[config.mk]
export PLATFORM = sky130hd
export DESIGN_NAME = button_press_gen
export DESIGN_NICKNAME = d
export VERILOG_FILES = /design/src/rtl/button_pkg.sv /design/src/rtl/sync_2ff.sv /design/src/rtl/button_press_gen.sv
export SDC_FILE = /design/constraint.sdc
export NUM_CORES = 1
export LEC_CHECK = 0
export CAP_MARGIN = 20
export CELL_PAD_IN_SITES_DETAIL_PLACEMENT = 1
export CELL_PAD_IN_SITES_GLOBAL_PLACEMENT = 1
export CORE_UTILIZATION = 39
export CTS_BUF_LIST = sky130_fd_sc_hd__clkbuf_16
export DETAILED_ROUTE_END_ITERATION = 10
export PLACE_DENSITY_LB_ADDON = 0.1
export SYNTH_ARGS = -nofsm -noshare
export SYNTH_HDL_FRONTEND = slang
export SYNTH_SLANG_ARGS = --single-unit
[constraint.sdc]
create_clock -name clk -period 1.93 [get_ports clk]
set_clock_uncertainty 0.1 [all_clocks]
set_input_delay 0.579 -clock clk [delete_from_list [all_inputs] [get_ports clk]]
set_output_delay 0.579 -clock clk [all_outputs]
set_load 0.005 [all_outputs]
[src/rtl/button_pkg.sv]
// Shared types and defaults for the pushbutton conditioning path.
// Also provides counter-width sizing for the debounce and hold timers.
package button_pkg;

    typedef enum logic [1:0] {
        IDLE        = 2'd0,
        DEB_PRESS   = 2'd1,
        HELD        = 2'd2,
        DEB_RELEASE = 2'd3
    } state_t;

    localparam int DEBOUNCE_DEFAULT = 16;
    localparam int LONG_DEFAULT     = 256;

    // Never narrower than one bit, so small parameter values still give a legal counter.
    function automatic int cnt_width(input int n);
        return (n > 2) ? $clog2(n) : 1;
    endfunction

endpackage

[src/rtl/sync_2ff.sv]
// Two-flop synchronizer for a single asynchronous level.
// Reused for any async input that needs to enter the clk domain.
module sync_2ff (
    input  logic clk,
    input  logic reset,
    input  logic d,
    output logic q
);

    logic s1;

    always_ff @(posedge clk or negedge reset) begin
        if (!reset) begin
            s1 <= 1'b0;
            q  <= 1'b0;
        end else begin
            s1 <= d;
            q  <= s1;
        end
    end

endmodule

[src/rtl/button_press_gen.sv]
// Turns a bouncy pushbutton into registered press/release/long-press strobes,
// a debounced level and a wrapping press counter.
//
// state       | meaning
// IDLE        | button released and stable
// DEB_PRESS   | synchronized level went high, counting stable samples
// HELD        | press accepted, timing toward long_press
// DEB_RELEASE | synchronized level went low, counting stable samples
module button_press_gen
    import button_pkg::*;
#(
    parameter int DEBOUNCE_CYCLES = DEBOUNCE_DEFAULT,
    parameter int LONG_CYCLES     = LONG_DEFAULT,
    parameter int CNT_W           = 8
) (
    input  logic             clk,
    input  logic             reset,
    input  logic             btn_raw,
    input  logic             clear_cnt,
    output logic             press,
    output logic             release_p,
    output logic             long_press,
    output logic             btn_level,
    output logic [CNT_W-1:0] press_count
);

    localparam int DW = cnt_width(DEBOUNCE_CYCLES);
    localparam int HW = cnt_width(LONG_CYCLES);
    localparam logic [DW-1:0] D_LAST = DW'(DEBOUNCE_CYCLES - 1);
    localparam logic [HW-1:0] H_LAST = HW'(LONG_CYCLES - 1);

    logic          btn_sync;
    state_t        state;
    logic [DW-1:0] dcnt;
    logic [HW-1:0] hcnt;
    logic          long_fired;

    sync_2ff u_sync (
        .clk   (clk),
        .reset (reset),
        .d     (btn_raw),
        .q     (btn_sync)
    );

    always_ff @(posedge clk or negedge reset) begin
        if (!reset) begin
            state       <= IDLE;
            dcnt        <= '0;
            hcnt        <= '0;
            long_fired  <= 1'b0;
            press       <= 1'b0;
            release_p   <= 1'b0;
            long_press  <= 1'b0;
            btn_level   <= 1'b0;
            press_count <= '0;
        end else begin
            press      <= 1'b0;
            release_p  <= 1'b0;
            long_press <= 1'b0;

            case (state)
                IDLE: begin
                    if (btn_sync) begin
                        state <= DEB_PRESS;
                        dcnt  <= DW'(1);
                    end
                end
                DEB_PRESS: begin
                    if (!btn_sync) begin
                        state <= IDLE;
                        dcnt  <= '0;
                    end else if (dcnt == D_LAST) begin
                        state       <= HELD;
                        press       <= 1'b1;
                        btn_level   <= 1'b1;
                        hcnt        <= '0;
                        press_count <= press_count + CNT_W'(1);
                    end else begin
                        dcnt <= dcnt + DW'(1);
                    end
                end
                HELD: begin
                    if (!btn_sync) begin
                        state <= DEB_RELEASE;
                        dcnt  <= DW'(1);
                    end else begin
                        if (hcnt == H_LAST && !long_fired) begin
                            long_press <= 1'b1;
                            long_fired <= 1'b1;
                        end
                        if (hcnt != H_LAST) hcnt <= hcnt + HW'(1);
                    end
                end
                DEB_RELEASE: begin
                    // A short low glitch resumes the hold without losing hold time.
                    if (btn_sync) begin
                        state <= HELD;
                    end else if (dcnt == D_LAST) begin
                        state      <= IDLE;
                        release_p  <= 1'b1;
                        btn_level  <= 1'b0;
                        long_fired <= 1'b0;
                    end else begin
                        dcnt <= dcnt + DW'(1);
                    end
                end
                default: state <= IDLE;
            endcase

            // Placed after the FSM so a clear overrides a same-cycle increment.
            if (clear_cnt) press_count <= '0;
        end
    end

endmodule

==> results.json, run 1 <==
{
  "status": "completed",
  "die_area_um2": 4050,
  "cp-start-kind": "register",
  "ys_top_cells_by_area": "dfrtp_1 (49%), nor2_1 (4.3%), xnor2_1 (4.1%)",
  "clk_latency_ps": 270,
  "pwr-share-comb": 0.056,
  "n_fill_cell": 414,
  "clk_pin_slew_ps": 50,
  "syn-cell-area_um2": 1480,
  "via_per_inst": 5.46,
  "path_cells": "clkdlybuf4s50_1",
  "wl_per_cell_um": 16.3,
  "synthCells": 150,
  "num_rows": 22,
  "p_sw_uw": 322,
  "intPower_mw": 1.25,
  "clock-sinks": 29,
  "arrival_ps": 1220,
  "relSlewSlack": 0.678,
  "cts_max_level": 2,
  "synth_edf_count": 0,
  "finish.utilization": 0.538,
  "yosysUniqueCellTypes": 43,
  "reg2reg_to": "press_count[6]",
  "antenna_found_initial": 0,
  "antenna_left": 0,
  "maxCapViolCount": 0,
  "grt-ovfl-total": 0,
  "power_mw": 1.58,
  "die_w_um": 63.6,
  "p_seq_frac": 0.398,
  "core_area_um2": 3660,
  "post-route-drc-count": 0,
  "first_iter_violations": 49,
  "hold_ws_ps": 247,
  "ff2ff_path_depth": 7,
  "p_sw_frac": 0.204,
  "vias": 1272,
  "wl_um": 3800,
  "max_freq_ghz": 0.528,
  "clockBufferDepth": 2,
  "ys.flop_type": "dfrtp_1",
  "start_util": 0.405,
  "cts_hold_buffers": 0,
  "pre_cts_slack_ps": 44.7,
  "setup_violations": 0,
  "rrSetupSlack_ps": 80,
  "cts_made_buffers": 5,
  "crit_slowest_cell": "clkdlybuf4s50_1",
  "ys_async_sr_fraction": 1.00,
  "final_nets": 191,
  "synthToLayoutAreaGrowth_pct": 33.0,
  "cts_tree": "done",
  "diodes": 0,
  "critPathKind": "reg -> out",
  "grt_max_degree": 30,
  "yosysMostFrequentCell": "dfrtp_1",
  "cp_slowest_stage_delay_ps": 530,
  "pin_count": 16,
  "ys_ff_latch": 29,
  "peakVddDrop_v": 0.000585,
  "min_period_over_period": 0.982,
  "startpoint": "press_count[1]",
  "critical_path.top_delay_family": "buffers and inverters",
  "p_leak_nw": 0.867,
  "synth_top_area_share": 0.490,
  "die_h_um": 63.6,
  "final_max_slew_viol_count": 0,
  "tightest_slew_ps": 478,
  "powerDensity_nw_per_um2": 800,
  "stdcell_count": 233,
  "fin_crit_ps": 1890,
  "gp_congestion": 0.831,
  "syn_nets": 157,
  "root_buffer": "clkbuf_16",
  "grt_use_total": 0.217,
  "netlist.top_cell.by_area": "dfrtp_1",
  "cp_num_cells": 1,
  "critPathCaptureType": "primary output",
  "port_buffers": 15,
  "dp.cells": 220,
  "regArea_um2": 728,
  "cp.required_ps": 1250,
  "worstPathMaxFanout": 4,
  "ys_seq_area_frac": 0.490,
  "syn_area_per_cell_um2": 9.88,
  "netlist_top_cells_count": "dfrtp_1 (29), nor2_1 (17), a21oi_1 (9), nand2_1 (9)",
  "r2r_start": "dcnt[1]",
  "yosys_warnings": 0,
  "dr.pass1.iters": 4,
  "hold_path_class": "reg -> reg",
  "drive_gt1_frac": 0.195,
  "cp-endpoint": "press_count[1]",
  "dpl.hpwl_um": 2680,
  "multi_input_area_um2": 708,
  "grt_pass1_wl_um": 6530,
  "p_clk_frac": 0.547,
  "grt_pass1_vias": 1332,
  "critPathBufInv": 1,
  "setup_slack_ps": 35.6,
  "hold_viol_final": 0
}
[layer usage]
| metal | share of wire | vias up | routed length (µm) | global-route usage |
|---|---|---|---|---|
| li1 | - | 604 | - | - |
| met1 | 0.45 | 641 | 1700 | 0.272 |
| met2 | 0.51 | 20 | 1940 | 0.355 |
| met3 | 0.024 | 7 | 91 | 0.0489 |
| met4 | 0.017 | 0 | 63 | 0.0938 |
| met5 | 0 | - | 0 | 0 |
[power by group through the flow]
stage	clock [mW]	sequential, mW	combinational (mW)
final	0.862	0.627	0.0876
after global routing	0.898	0.628	0.0982
after CTS	0.876	0.627	0.0823
after detailed placement	0	0.638	0.0813
after global placement	0	0.637	0.0771
after floorplan	0	0.635	0.0400
[metrics by stage]
step	cell area [µm²]	setup TNS, ps
global placement	1760	0
finish	1970	0
global route	1970	-29.5
CTS	1920	0
floorplan	1480	0
detailed placement	1760	0
[repair_timing]
action	CTS	global route
setup buffers	0	5
resized for setup	1	3
endpoints found under the hold margin	0	0
endpoints found under the setup margin	1	11
pin swaps	0	0
[registers in the layout (all words and copies together), names as in the netlist, named ones only]
register	cells
hcnt	8
press_count	8
dcnt	4
btn_level	1
long_fired	1
long_press	1
press	1
release_p	1
state	1
u_sync.q	1
u_sync.s1	1
[cell usage in the layout (no fill, tap or decap), drive strengths merged, types with 5 or more instances in the layout]
master / Yosys / layout
a21oi: 9 / 9
a31oi: 5 / 5
buf: 5 / 19
clkbuf: 2 / 5
clkdlybuf4s50: 0 / 15
dfrtp: 29 / 29
inv: 5 / 6
nand2: 9 / 9
nand3: 7 / 7
nand4: 5 / 5
nor2: 17 / 17
o21ai: 7 / 7
xnor2: 7 / 7
xor2: 5 / 5
[cell type report]
class | count | area share
clock buffer | 5 | 0.0635
clock inverter | 3 | 0.0190
inverter | 5 | 0.00952
multi-input combinational | 109 | 0.359
sequential | 29 | 0.370
tap | 48 | 0.0305
timing repair buffer | 34 | 0.149
[logic make-up after synthesis]
kind of cell,share of synthesized area
AO/OA/AOI/OAI,0.136
XOR/XNOR,0.0709
adder cells (fa/ha/maj),0.0389
buffers and inverters,0.0388
flip-flops,0.490
multiplexers,0.0279
AND/OR/NAND/NOR,0.198
[worst min-delay path by stage]
stage,startpoint,to,slack (ps),cells after the start
after global placement,u_sync.s1,u_sync.q,230,0
after global routing,u_sync.s1,u_sync.q,260,0
after CTS,u_sync.s1,u_sync.q,250,0
final,u_sync.s1,u_sync.q,250,0
after detailed placement,u_sync.s1,u_sync.q,240,0
after floorplan,reset,asynchronous set/reset pin,180,0
(Power assumes the default switching activity.)
==> run 2, diff against run 1 <==
ABC_AREA = 0   (was unset)
==> results of run 2 <==
No change in the layout: final DEF, timing and power equal those of run 1.
